**config.mk**
```make
export PLATFORM = sky130hd
export DESIGN_NAME = tpu_conv_sched
export DESIGN_NICKNAME = d
export VERILOG_FILES = /design/src/rtl/tpu_conv_sched.sv
export SDC_FILE = /design/constraint.sdc
export NUM_CORES = 1
export LEC_CHECK = 0
export CORE_UTILIZATION = 40
export DETAILED_ROUTE_END_ITERATION = 7
export PLACE_DENSITY = 0.64
export SLEW_MARGIN = 15
export SYNTH_ARGS = -nofsm -noshare
export SYNTH_HDL_FRONTEND = slang
export SYNTH_SLANG_ARGS = --single-unit
```
**constraint.sdc**
```tcl
create_clock -name i_clk -period 3.7 [get_ports i_clk]
set_clock_uncertainty 0.1 [all_clocks]
set_input_delay 0.555 -clock i_clk [delete_from_list [all_inputs] [get_ports i_clk]]
set_output_delay 0.555 -clock i_clk [all_outputs]
set_load 0.01 [all_outputs]
```
**src/rtl/tpu_conv_sched.sv**
```systemverilog
// Sequences a 5x5 valid convolution of one stored feature map through the
// combinational 25-tap conv unit, gathering one window per output position.
module tpu_conv_sched #(
  parameter int IMG_W  = 28,
  parameter int IMG_H  = 28,
  parameter int IMG_AW = 10,
  parameter int OUT_AW = 10
) (
  input  logic              i_clk,
  input  logic              i_rst,
  input  logic              i_start,
  output logic              o_busy,
  output logic              o_done,
  output logic [IMG_AW-1:0] o_img_addr,
  input  logic [7:0]        i_img_data,
  output logic [4:0]        o_ker_addr,
  input  logic [7:0]        i_ker_data,
  output logic [199:0]      o_win_vec,
  output logic [199:0]      o_ker_vec,
  input  logic [7:0]        i_conv_data,
  input  logic              i_conv_ovf,
  output logic              o_out_we,
  output logic [OUT_AW-1:0] o_out_addr,
  output logic [7:0]        o_out_data,
  output logic              o_ovf_sticky
);

  localparam int CW = $clog2(IMG_W);
  localparam int RW = $clog2(IMG_H);
  localparam logic [CW-1:0]     LAST_COL = CW'(IMG_W - 5);
  localparam logic [RW-1:0]     LAST_ROW = RW'(IMG_H - 5);
  localparam logic [IMG_AW-1:0] ROW_STEP = IMG_AW'(IMG_W - 4);
  localparam logic [4:0]        LAST_CNT = 5'd25;

  typedef enum logic [2:0] {S_IDLE, S_LOAD_K, S_FETCH, S_WRITE, S_DONE} state_t;

  state_t              r_state;
  state_t              w_next;
  logic [4:0]          r_cnt;
  logic [2:0]          r_tapC;
  logic [CW-1:0]       r_col;
  logic [RW-1:0]       r_row;
  logic [IMG_AW-1:0]   r_base;
  logic [IMG_AW-1:0]   r_imgAddr;
  logic [4:0]          r_kerAddr;
  logic [199:0]        r_winVec;
  logic [199:0]        r_kerVec;
  logic [OUT_AW-1:0]   r_outAddr;
  logic                r_ovf;
  logic                w_phaseEnd;
  logic                w_lastPos;
  logic [IMG_AW-1:0]   w_nextBase;

  assign w_phaseEnd = (r_cnt == LAST_CNT);
  assign w_lastPos  = (r_row == LAST_ROW) && (r_col == LAST_COL);
  // Window origin of the next raster position; wrapping a row skips the 4 right-edge pixels.
  assign w_nextBase = (r_col == LAST_COL) ? r_base + IMG_AW'(5) : r_base + IMG_AW'(1);

  always_ff @(posedge i_clk) begin
    if (i_rst) r_state <= S_IDLE;
    else       r_state <= w_next;
  end

  always_comb begin
    w_next = r_state;
    case (r_state)
      S_IDLE:   if (i_start) w_next = S_LOAD_K;
      S_LOAD_K: if (w_phaseEnd) w_next = S_FETCH;
      S_FETCH:  if (w_phaseEnd) w_next = S_WRITE;
      S_WRITE:  w_next = w_lastPos ? S_DONE : S_FETCH;
      S_DONE:   w_next = S_IDLE;
      default:  w_next = S_IDLE;
    endcase
  end

  always_comb begin
    o_busy   = 1'b0;
    o_done   = 1'b0;
    o_out_we = 1'b0;
    case (r_state)
      S_LOAD_K, S_FETCH: o_busy = 1'b1;
      S_WRITE: begin
        o_busy   = 1'b1;
        o_out_we = 1'b1;
      end
      S_DONE:  o_done = 1'b1;
      default: ;
    endcase
  end

  // RAM data arrives one cycle after its address, so byte k-1 is captured on phase cycle k.
  always_ff @(posedge i_clk) begin
    if (i_rst) begin
      r_cnt     <= '0;
      r_tapC    <= '0;
      r_col     <= '0;
      r_row     <= '0;
      r_base    <= '0;
      r_imgAddr <= '0;
      r_kerAddr <= '0;
      r_winVec  <= '0;
      r_kerVec  <= '0;
      r_outAddr <= '0;
      r_ovf     <= 1'b0;
    end else begin
      case (r_state)
        S_IDLE: begin
          if (i_start) begin
            r_cnt     <= '0;
            r_col     <= '0;
            r_row     <= '0;
            r_base    <= '0;
            r_outAddr <= '0;
            r_ovf     <= 1'b0;
            r_kerAddr <= '0;
          end
        end
        S_LOAD_K: begin
          for (int b = 0; b < 25; b++) begin
            if (r_cnt == 5'(b + 1)) r_kerVec[8*b +: 8] <= i_ker_data;
          end
          if (r_cnt < 5'd24) r_kerAddr <= r_cnt + 5'd1;
          if (w_phaseEnd) begin
            r_cnt     <= '0;
            r_imgAddr <= r_base;
            r_tapC    <= '0;
          end else begin
            r_cnt <= r_cnt + 5'd1;
          end
        end
        S_FETCH: begin
          for (int b = 0; b < 25; b++) begin
            if (r_cnt == 5'(b + 1)) r_winVec[8*b +: 8] <= i_img_data;
          end
          if (r_cnt < 5'd24) begin
            if (r_tapC == 3'd4) begin
              r_imgAddr <= r_imgAddr + ROW_STEP;
              r_tapC    <= '0;
            end else begin
              r_imgAddr <= r_imgAddr + IMG_AW'(1);
              r_tapC    <= r_tapC + 3'd1;
            end
          end
          if (w_phaseEnd) r_cnt <= '0;
          else            r_cnt <= r_cnt + 5'd1;
        end
        S_WRITE: begin
          if (i_conv_ovf) r_ovf <= 1'b1;
          if (!w_lastPos) begin
            r_outAddr <= r_outAddr + OUT_AW'(1);
            r_base    <= w_nextBase;
            r_imgAddr <= w_nextBase;
            r_tapC    <= '0;
            if (r_col == LAST_COL) begin
              r_col <= '0;
              r_row <= r_row + RW'(1);
            end else begin
              r_col <= r_col + CW'(1);
            end
          end
        end
        default: ;
      endcase
    end
  end

  assign o_img_addr   = r_imgAddr;
  assign o_ker_addr   = r_kerAddr;
  assign o_win_vec    = r_winVec;
  assign o_ker_vec    = r_kerVec;
  assign o_out_addr   = r_outAddr;
  assign o_out_data   = i_conv_data;
  assign o_ovf_sticky = r_ovf;

endmodule

```
**Word level (Yosys, flattened, before mapping)**

Cells that the tools add are included.

- Latch bits: 0
- Bits in writable memories: 0
- Flip-flop bits (word level): 457
- Memories: 0
- Output and inout port bits: 437
- Logic and storage cells: 212
- ROM bits: 0

- Bitwise logic cells: 0
- Magnitude comparators: 1
- Divide/modulo/power cells: 0
- Equality and inequality tests: 40
- Mux-type cells: 37
- Reductions and logical operators: 65
- Add/subtract/negate cells: 9
- $mul: 0
- Shift-type cells: 0

Operators with widths:

| operator | number |
|---|---|
| $reduce_and A2 Y1 | 51 |
| $mux W10 | 7 |
| $eq A5 B5 Y1 const B | 12 |
| $eq A5 B4 Y1 const B | 8 |
| $pmux W10 S2 | 2 |
| $pmux W5 S2 | 4 |
| $mux W5 | 7 |
| $add A10 B1 Y10 const B | 3 |
| $pmux W10 S3 | 1 |
| $mux W3 | 8 |
| $eq A5 B3 Y1 const B | 4 |
| $ne A2 B2 Y1 const B | 8 |
| $add A5 B1 Y5 const B | 3 |
| $pmux W3 S4 | 1 |
| $reduce_and A3 Y1 | 4 |
| $add A10 B3 Y10 const B | 1 |
| $add A10 B5 Y10 const B | 1 |
| $eq A5 B2 Y1 const B | 2 |
| $pmux W3 S3 | 1 |
| $reduce_and A4 Y1 | 2 |
| $eq A3 B2 Y1 const B | 2 |
| $eq A3 B3 Y1 const B | 2 |
| $reduce_bool A2 Y1 | 3 |
| $eq A5 B1 Y1 const B | 1 |
| other kinds (10) | 14 |

**Longest topological paths before layout**

Gate-level depths: netlist (run 1).

- Depth after elaboration: 4
- Depth in mapped cells: 9

**Worst setup path before layout (run 1)**

No wires, ideal clock.

- Path type: register to register
- Start point: register r_col[0]
- End point: register r_imgAddr[5], in the netlist o_img_addr[5]
- Clock period less this slack: 2.439 ns
- Slack: 1.261 ns
- Arrival time: 2.205 ns
- Buffers on the path: 0
- Required time: 3.466 ns
- Library setup time: 0.134 ns
- Stages on the path, launching flop included: 10
- Cell sequence: dfxtp_1 -> ha_1 -> nand4b_2 -> inv_1 -> ha_1 -> a31oi_1 -> or4_1 -> o211ai_1 -> a2111oi_0 -> nor4_1

- Longest elaborated chain between the ends: 4
- Elaborated cells between the ends (all ways): 7

Ends and longest elaborated chain:

| what | line | RTL |
|---|---|---|
| start, declared | 41 | `logic [CW-1:0] r_col;` |
| start signal, assigned | 158 | `r_col <= r_col + CW'(1);` |
| $eq A5 B5 Y1 (*) | 55, 57 |  |
| $mux W10 or $logic_and A1 B1 Y1 (tied branches) | 57, 55 |  |
| $mux W10 or $ne A2 B2 Y1 (tied branches) | -- |  |
| $pmux W10 S3 or $reduce_and A4 Y1 (tied branches) | -- |  |
| end signal, assigned | 125 | `r_imgAddr <= r_base;` |
| end signal, assigned | 140 | `r_imgAddr <= r_imgAddr + IMG_AW'(1);` |
| end signal, assigned | 152 | `r_imgAddr <= w_nextBase;` |
| end, declared | 44 | `logic [IMG_AW-1:0] r_imgAddr;` |

Every way passes the cells marked *; elsewhere a longest branch is shown, timed or not. The select of a mux whose other input is x is not followed.
A chain may end at the register's enable or synchronous reset.

**Worst setup path after layout (run 1)**

- Start point: register r_state[1]
- End point: output o_out_we

- Longest elaborated chain between the ends: 2

Ends and longest elaborated chain:

| what | line | RTL |
|---|---|---|
| start, declared | 37 | `state_t r_state;` |
| start signal, assigned | 61 | `else r_state <= w_next;` |
| $eq A3 B2 Y1 | 80 | `case (r_state)` |
| $mux W1 | 80 |  |
| end, declared | 22 | `output logic o_out_we,` |

Every way passes these cells.

==> results_dict.tcl, run 1 <==
set metrics [dict create \
    power_switching_mw 2.343 \
    synth_xor_area_frac 0.008215 \
    synth_compound_area_frac 0.1247 \
    synth_top_area_cell "dfxtp_1" \
    synth_cell_types 71 \
    drive_gt1_frac 0.06997 \
    synth_top_cells_by_area "dfxtp_1 50%, mux2i_1 9.4%, a21oi_1 7.3%, nand2_1 6.3%, nor2_1 4.5%" \
    startpoint_type "register" \
    worst_pin_slew_ps 1214 \
    drc 0 \
    viasPerCell 5.330 \
    fin_util 0.5491 \
    synth_fp_nets 2110 \
    synth_top_family_by_area "simple AND/OR/NAND/NOR gates" \
    root_buffer "clkbuf_16" \
    crit_required_ps 3040 \
    synth_top_area_frac 0.5048 \
    crit_arrival_ps 2540 \
    setup_viol 0 \
    critical_path.max_fanout 18 \
    routed_wl_um 62730 \
    first_global_vias 15520 \
    via_count 16190 \
    grt_max_degree 158 \
    ys_async_sr_fraction 0 \
    io_pins 465 \
    postSynthAreaPerCell_um2 8.769 \
    cts_buffers 49 \
    power_frac_clock 0.493 \
    leakagePower_nw 8.696 \
    grt-ovfl-total 0 \
    fp.coreArea_mm2 0.04441 \
    power_density_mw_per_mm2 429.2 \
    synth_common_cells "457 x dfxtp_1, 304 x nand2_1, 263 x a21oi_1" \
    drt-initial-drc-count 1267 \
    synthAdderAreaFrac 0.01035 \
    r2r_slack_ps 860 \
    clockBufferDepth 3 \
    worstSkewPairLatency_ps 580 \
    die_y_um 214.9 \
    wire_per_inst_um 20.66 \
    slew_headroom 0.1881 \
    port_buffers 448 \
    die_w_um 214.9 \
    dr.pass1.iters 7 \
    htreeDepth 2 \
    clkTransAtPathRegs_ps 60 \
    hp-class "in -> reg" \
    switching_share 0.2239 \
    fillers 4063 \
    cts_tree "yes" \
    yosys.area_share.simple 0.2063 \
    min_period_ps 3193 \
    antenna_found_initial 1 \
    muxShareOfSynthArea 0.09630 \
    cts_resized 0 \
    hold_buffers 0 \
    fin_nets 2451 \
    synth_edf_count 0 \
    ys_seq_elements 457 \
    hold_viol 0 \
    tns_ps 0 \
    die_area_mm2 0.04617 \
    status "finished, final reports clean" \
    finalCritPeriodShare 0.8629 \
    ir_drop_uv 362.9 \
    max_clock_freq_mhz 313.2 \
    intPower_mw 8.124 \
    yosys_warnings 0 \
    power_frac_seq 0.472 \
    initial_core_util 0.4081 \
    crit_path_end_kind "output pin" \
    rsz0062_at_grt "no" \
    globalplace.congestion 0.8501 \
    grtUsageTotal 0.2627 \
    drtAntennaViolNets 0 \
    std_cell_rows 77 \
    synthFlopType "dfxtp_1" \
    dpl.hpwl_um 41980 \
    synth.most_common_cell "dfxtp_1" \
    syn_to_final_growth_pct 34.55 \
    postCtsSetupBuffers 0 \
    criticalPathCategory "reg -> out" \
    syn_inst 2067 \
    grt_pass1_wl_um 94630 \
    slew_viol_final 0 \
    seq_area_frac_synth 0.5048 \
    syn-cell-area_mm2 0.01812 \
    combPwrFrac 0.035 \
    cts_sinks 457 \
    max_cap_violations 0 \
]
==> power groups by stage <==
stage | Combinational, mW | Clock [mW] | Sequential [mW]
after floorplan | 0.239 | 0 | 5.04
after global placement | 0.367 | 0 | 5.05
after detailed placement | 0.369 | 0 | 5.05
after CTS | 0.370 | 5.26 | 4.94
after global routing | 0.391 | 5.45 | 4.94
final | 0.369 | 5.16 | 4.94
==> path summary, 6_finish.rpt <==
| path | cells past startpoint | startpoint | end |
|---|---|---|---|
| worst max register to register | 9 | r_col[0] | o_img_addr[5] |
| worst min register to register | 2 | o_ker_vec[72] | o_ker_vec[72] |
| worst min-delay path | 2 | i_rst | r_base[7] |
| worst max-delay path | 3 | r_state[1] | o_out_we |
==> kinds of logic (layout without fill, tap and decap cells) <==
kind of cell	after synthesis	after routing
buffers and inverters	196	573
AOI/OAI and AO/OA	418	418
and+or+nand+nor	790	790
muxes	174	174
adders and majority gates	15	15
DFF	457	457
other	0	1
xor gates and xnor gates	17	17
==> layer usage <==
metal | track usage | vias up | wire [um]
met4 | 0.1010 | 0 | 2068
met1 | 0.3262 | 7800 | 26040
met3 | 0.07473 | 118 | 5208
met2 | 0.4294 | 546 | 29420
li1 | - | 7724 | -
met5 | 0 | - | 0
==> flip-flops by register name, indices dropped and copies added (netlist names) <==
signal        cells
o_ker_vec       200
o_win_vec       200
o_img_addr       10
o_out_addr       10
r_base           10
o_ker_addr        5
r_cnt             5
r_col             5
r_row             5
r_state           3
r_tapC            3
o_ovf_sticky      1
==> area by class of cell <==
| class | count | area, um^2 | share of cell area |
|---|---|---|---|
| clock buffer | 71 | 1409 | 0.05777 |
| tap | 592 | 740.7 | 0.03037 |
| timing repair buffer | 473 | 4632 | 0.1899 |
| antenna | 1 | 2.502 | 0.0001026 |
| clock inverter | 16 | 286.5 | 0.01175 |
| sequential | 457 | 9149 | 0.3751 |
| inverter | 13 | 48.80 | 0.002001 |
| multi-input combinational | 1414 | 8119 | 0.3329 |
==> worst max-delay path: stages (launching register included) <==
cell and delay (ps):
dfxtp_1 720, nand3b_4 290, inv_2 330, clkdlybuf4s50_1 610
==> cell usage in the layout (no fill, tap or decap), types with 14 or more instances in the layout <==
cell type / netlist / layout
a21oi_1: 263 / 263
buf_2: 28 / 14
buf_4: 15 / 23
clkbuf_16: 0 / 49
clkdlybuf4s50_1: 0 / 433
dfxtp_1: 457 / 457
ha_1: 15 / 15
mux2i_1: 171 / 171
nand2_1: 304 / 304
nand3_1: 157 / 157
nor2_1: 216 / 216
nor2_4: 14 / 14
o21ai_0: 99 / 99
==> stage by stage <==
step	setup slack, ps	hold slack [ps]	power (mW)	area [um^2]	cells
final	507.4	318.5	10.47	24390	3037
after global routing	379.6	324.8	10.78	24390	3037
after CTS	481.2	311.4	10.57	24380	3036
after detailed placement	896.1	345.3	5.415	22690	2949
after global placement	981.3	341.1	5.413	22690	2949
after floorplan	1261	348.6	5.283	18120	2067
(Power assumes the default switching activity.)
==> run 2, diff against run 1 <==
Settings changed: GPL_TIMING_DRIVEN set to 1, TNS_END_PERCENT set to 10.
==> results of run 2 <==
Same layout as run 1: the final DEF is identical, and so are final timing and power.
==> run 3, diff against run 2 <==
Settings changed: CORE_UTILIZATION 40 to 50, MAX_ROUTING_LAYER set to met4, PLACE_DENSITY 0.64 to 0.78.
==> results_dict.tcl, run 3 (same netlist as run 1, synthesis figures left out) <==
set metrics [dict create \
    final_common_cell "dfxtp_1" \
    power_frac_seq 0.500 \
    startpoint_type "register" \
    max_cap_violations 0 \
    globalplace.congestion 0.9110 \
    worstSkewPairLatency_ps 560 \
    antenna_found_initial 0 \
    die_y_um 192.4 \
    drc 54 \
    cts_tree "yes" \
    status "complete, but fails checks" \
    slew_headroom 0.2325 \
    postCtsSetupBuffers 0 \
    switching_share 0.2265 \
    clkTransAtPathRegs_ps 60 \
    grtUsageTotal 0.3209 \
    n_antenna_cell 0 \
    criticalPathCategory "reg -> out" \
    combPwrFrac 0.038 \
    final_cell_mix "457 x dfxtp_1, 440 x clkdlybuf4s50_1, 304 x nand2_1" \
    hold_viol 0 \
    die_w_um 192.4 \
    path_buf_inv 2 \
    via_count 16580 \
    routed_wl_um 60000 \
    drt-initial-drc-count 1298 \
    cp_top_family "buffers and inverters" \
    cts_resized 0 \
    hold_buffers 0 \
    fin_util 0.6754 \
    wire_per_inst_um 20.68 \
    setup_viol 0 \
    grt_pass1_wl_um 89400 \
    placed_area_mm2 0.02261 \
    slowest_delay_ps 710 \
    io_pins 465 \
    power_frac_clock 0.462 \
    gr-usage-met2 0.5068 \
    fp.coreArea_mm2 0.03566 \
    crit_slowest_cell "dfxtp_1" \
    fillers 2819 \
    root_buffer "clkbuf_16" \
    intPower_mw 7.643 \
    critical_path.max_fanout 18 \
    port_buffers 448 \
    grt_use_met3 0.08074 \
    ir_drop_uv 425.8 \
    grt-ovfl-total 0 \
    slew_viol_final 0 \
    syn_to_final_growth_pct 32.86 \
    die_area_mm2 0.03702 \
    power_density_mw_per_mm2 410.3 \
    cts_sinks 457 \
    tns_ps 0 \
    initial_core_util 0.5083 \
    power_switching_mw 2.238 \
    timing.hold.ws_ps 352.9 \
    finalCritPeriodShare 0.8405 \
    cts_buffers 47 \
    htreeDepth 2 \
    max_clock_freq_mhz 321.5 \
    use_met1 0.3779 \
    fin_nets 2454 \
    first_global_vias 15760 \
    worst_pin_slew_ps 1148 \
    crit_path_end_kind "output pin" \
    min_period_ps 3110 \
    leakagePower_nw 8.619 \
    hp-class "reg -> reg" \
    grt_max_degree 131 \
    rsz0062_at_grt "no" \
    dpl.hpwl_um 39910 \
    crit_required_ps 3040 \
    violations "design-rule violations" \
    clockBufferDepth 3 \
    dp_cells 2823 \
    drtAntennaViolNets 0 \
    dr.pass1.iters 8 \
    setup_ws_ps 590.0 \
    drive_gt1_frac 0.06473 \
    instances_no_fill 2902 \
    busiest_layer "met2" \
    place_ws_ps 863.7 \
    std_cell_rows 69 \
    power_mw 9.881 \
    crit_arrival_ps 2450 \
    stdcell_area_mm2 0.02408 \
    crit_chain "nand3b_4, inv_2, clkdlybuf4s50_1" \
    viasPerCell 5.714 \
]
## run 3: cell types whose count changed in the layout (fill, tap and decap cells not counted), moves of 2 or more
cell and change:
buf_2 -7, bufinv_16 -7, clkdlybuf4s50_1 +7, buf_4 +4, clkinv_2 -4, clkbuf_1 +3
clkbuf_8 +3, clkinvlp_4 -2
## run 3: final timing paths
| path | slack [ps] | cells past startpoint | start | endpoint |
|---|---|---|---|---|
| worst min register to register | 350 | 2 | o_win_vec[69] | o_win_vec[69] |
| worst max-delay path | 590 | 3 | r_state[1] | o_out_we |
| worst max register to register | 800 | 9 | r_col[0] | o_img_addr[5] |
| worst min-delay path | 350 | 2 | o_win_vec[69] | o_win_vec[69] |
## run 3: per-layer routing
metal  share of wire  vias up
li1                -     7717
met1            0.39     7890
met2            0.47      805
met3           0.091      170
met4           0.049        0
met5               0        -
## run 3: power groups by stage
stage | logic (mW) | registers (mW) | clock network, mW
6_report | 0.376 | 4.94 | 4.57
5_1_grt | 0.392 | 4.93 | 4.82
4_1_cts | 0.370 | 4.94 | 4.62
3_5_place_dp | 0.369 | 5.04 | 0
3_3_place_gp | 0.367 | 5.04 | 0
2_1_floorplan | 0.239 | 5.04 | 0
## run 3: layout make-up
type	instances	area, um^2	share of cell area
sequential	457	9149	0.3799
tap	461	576.8	0.02395
timing repair buffer	478	4717	0.1959
clock inverter	3	33.78	0.001403
clock buffer	76	1436	0.05965
inverter	13	48.80	0.002026
multi-input combinational	1414	8119	0.3372
## run 3: worst min-delay path, cell delays in order, from the launching register on
cell and delay (ps):
dfxtp_1 310, nand2_1 50, a21oi_1 50
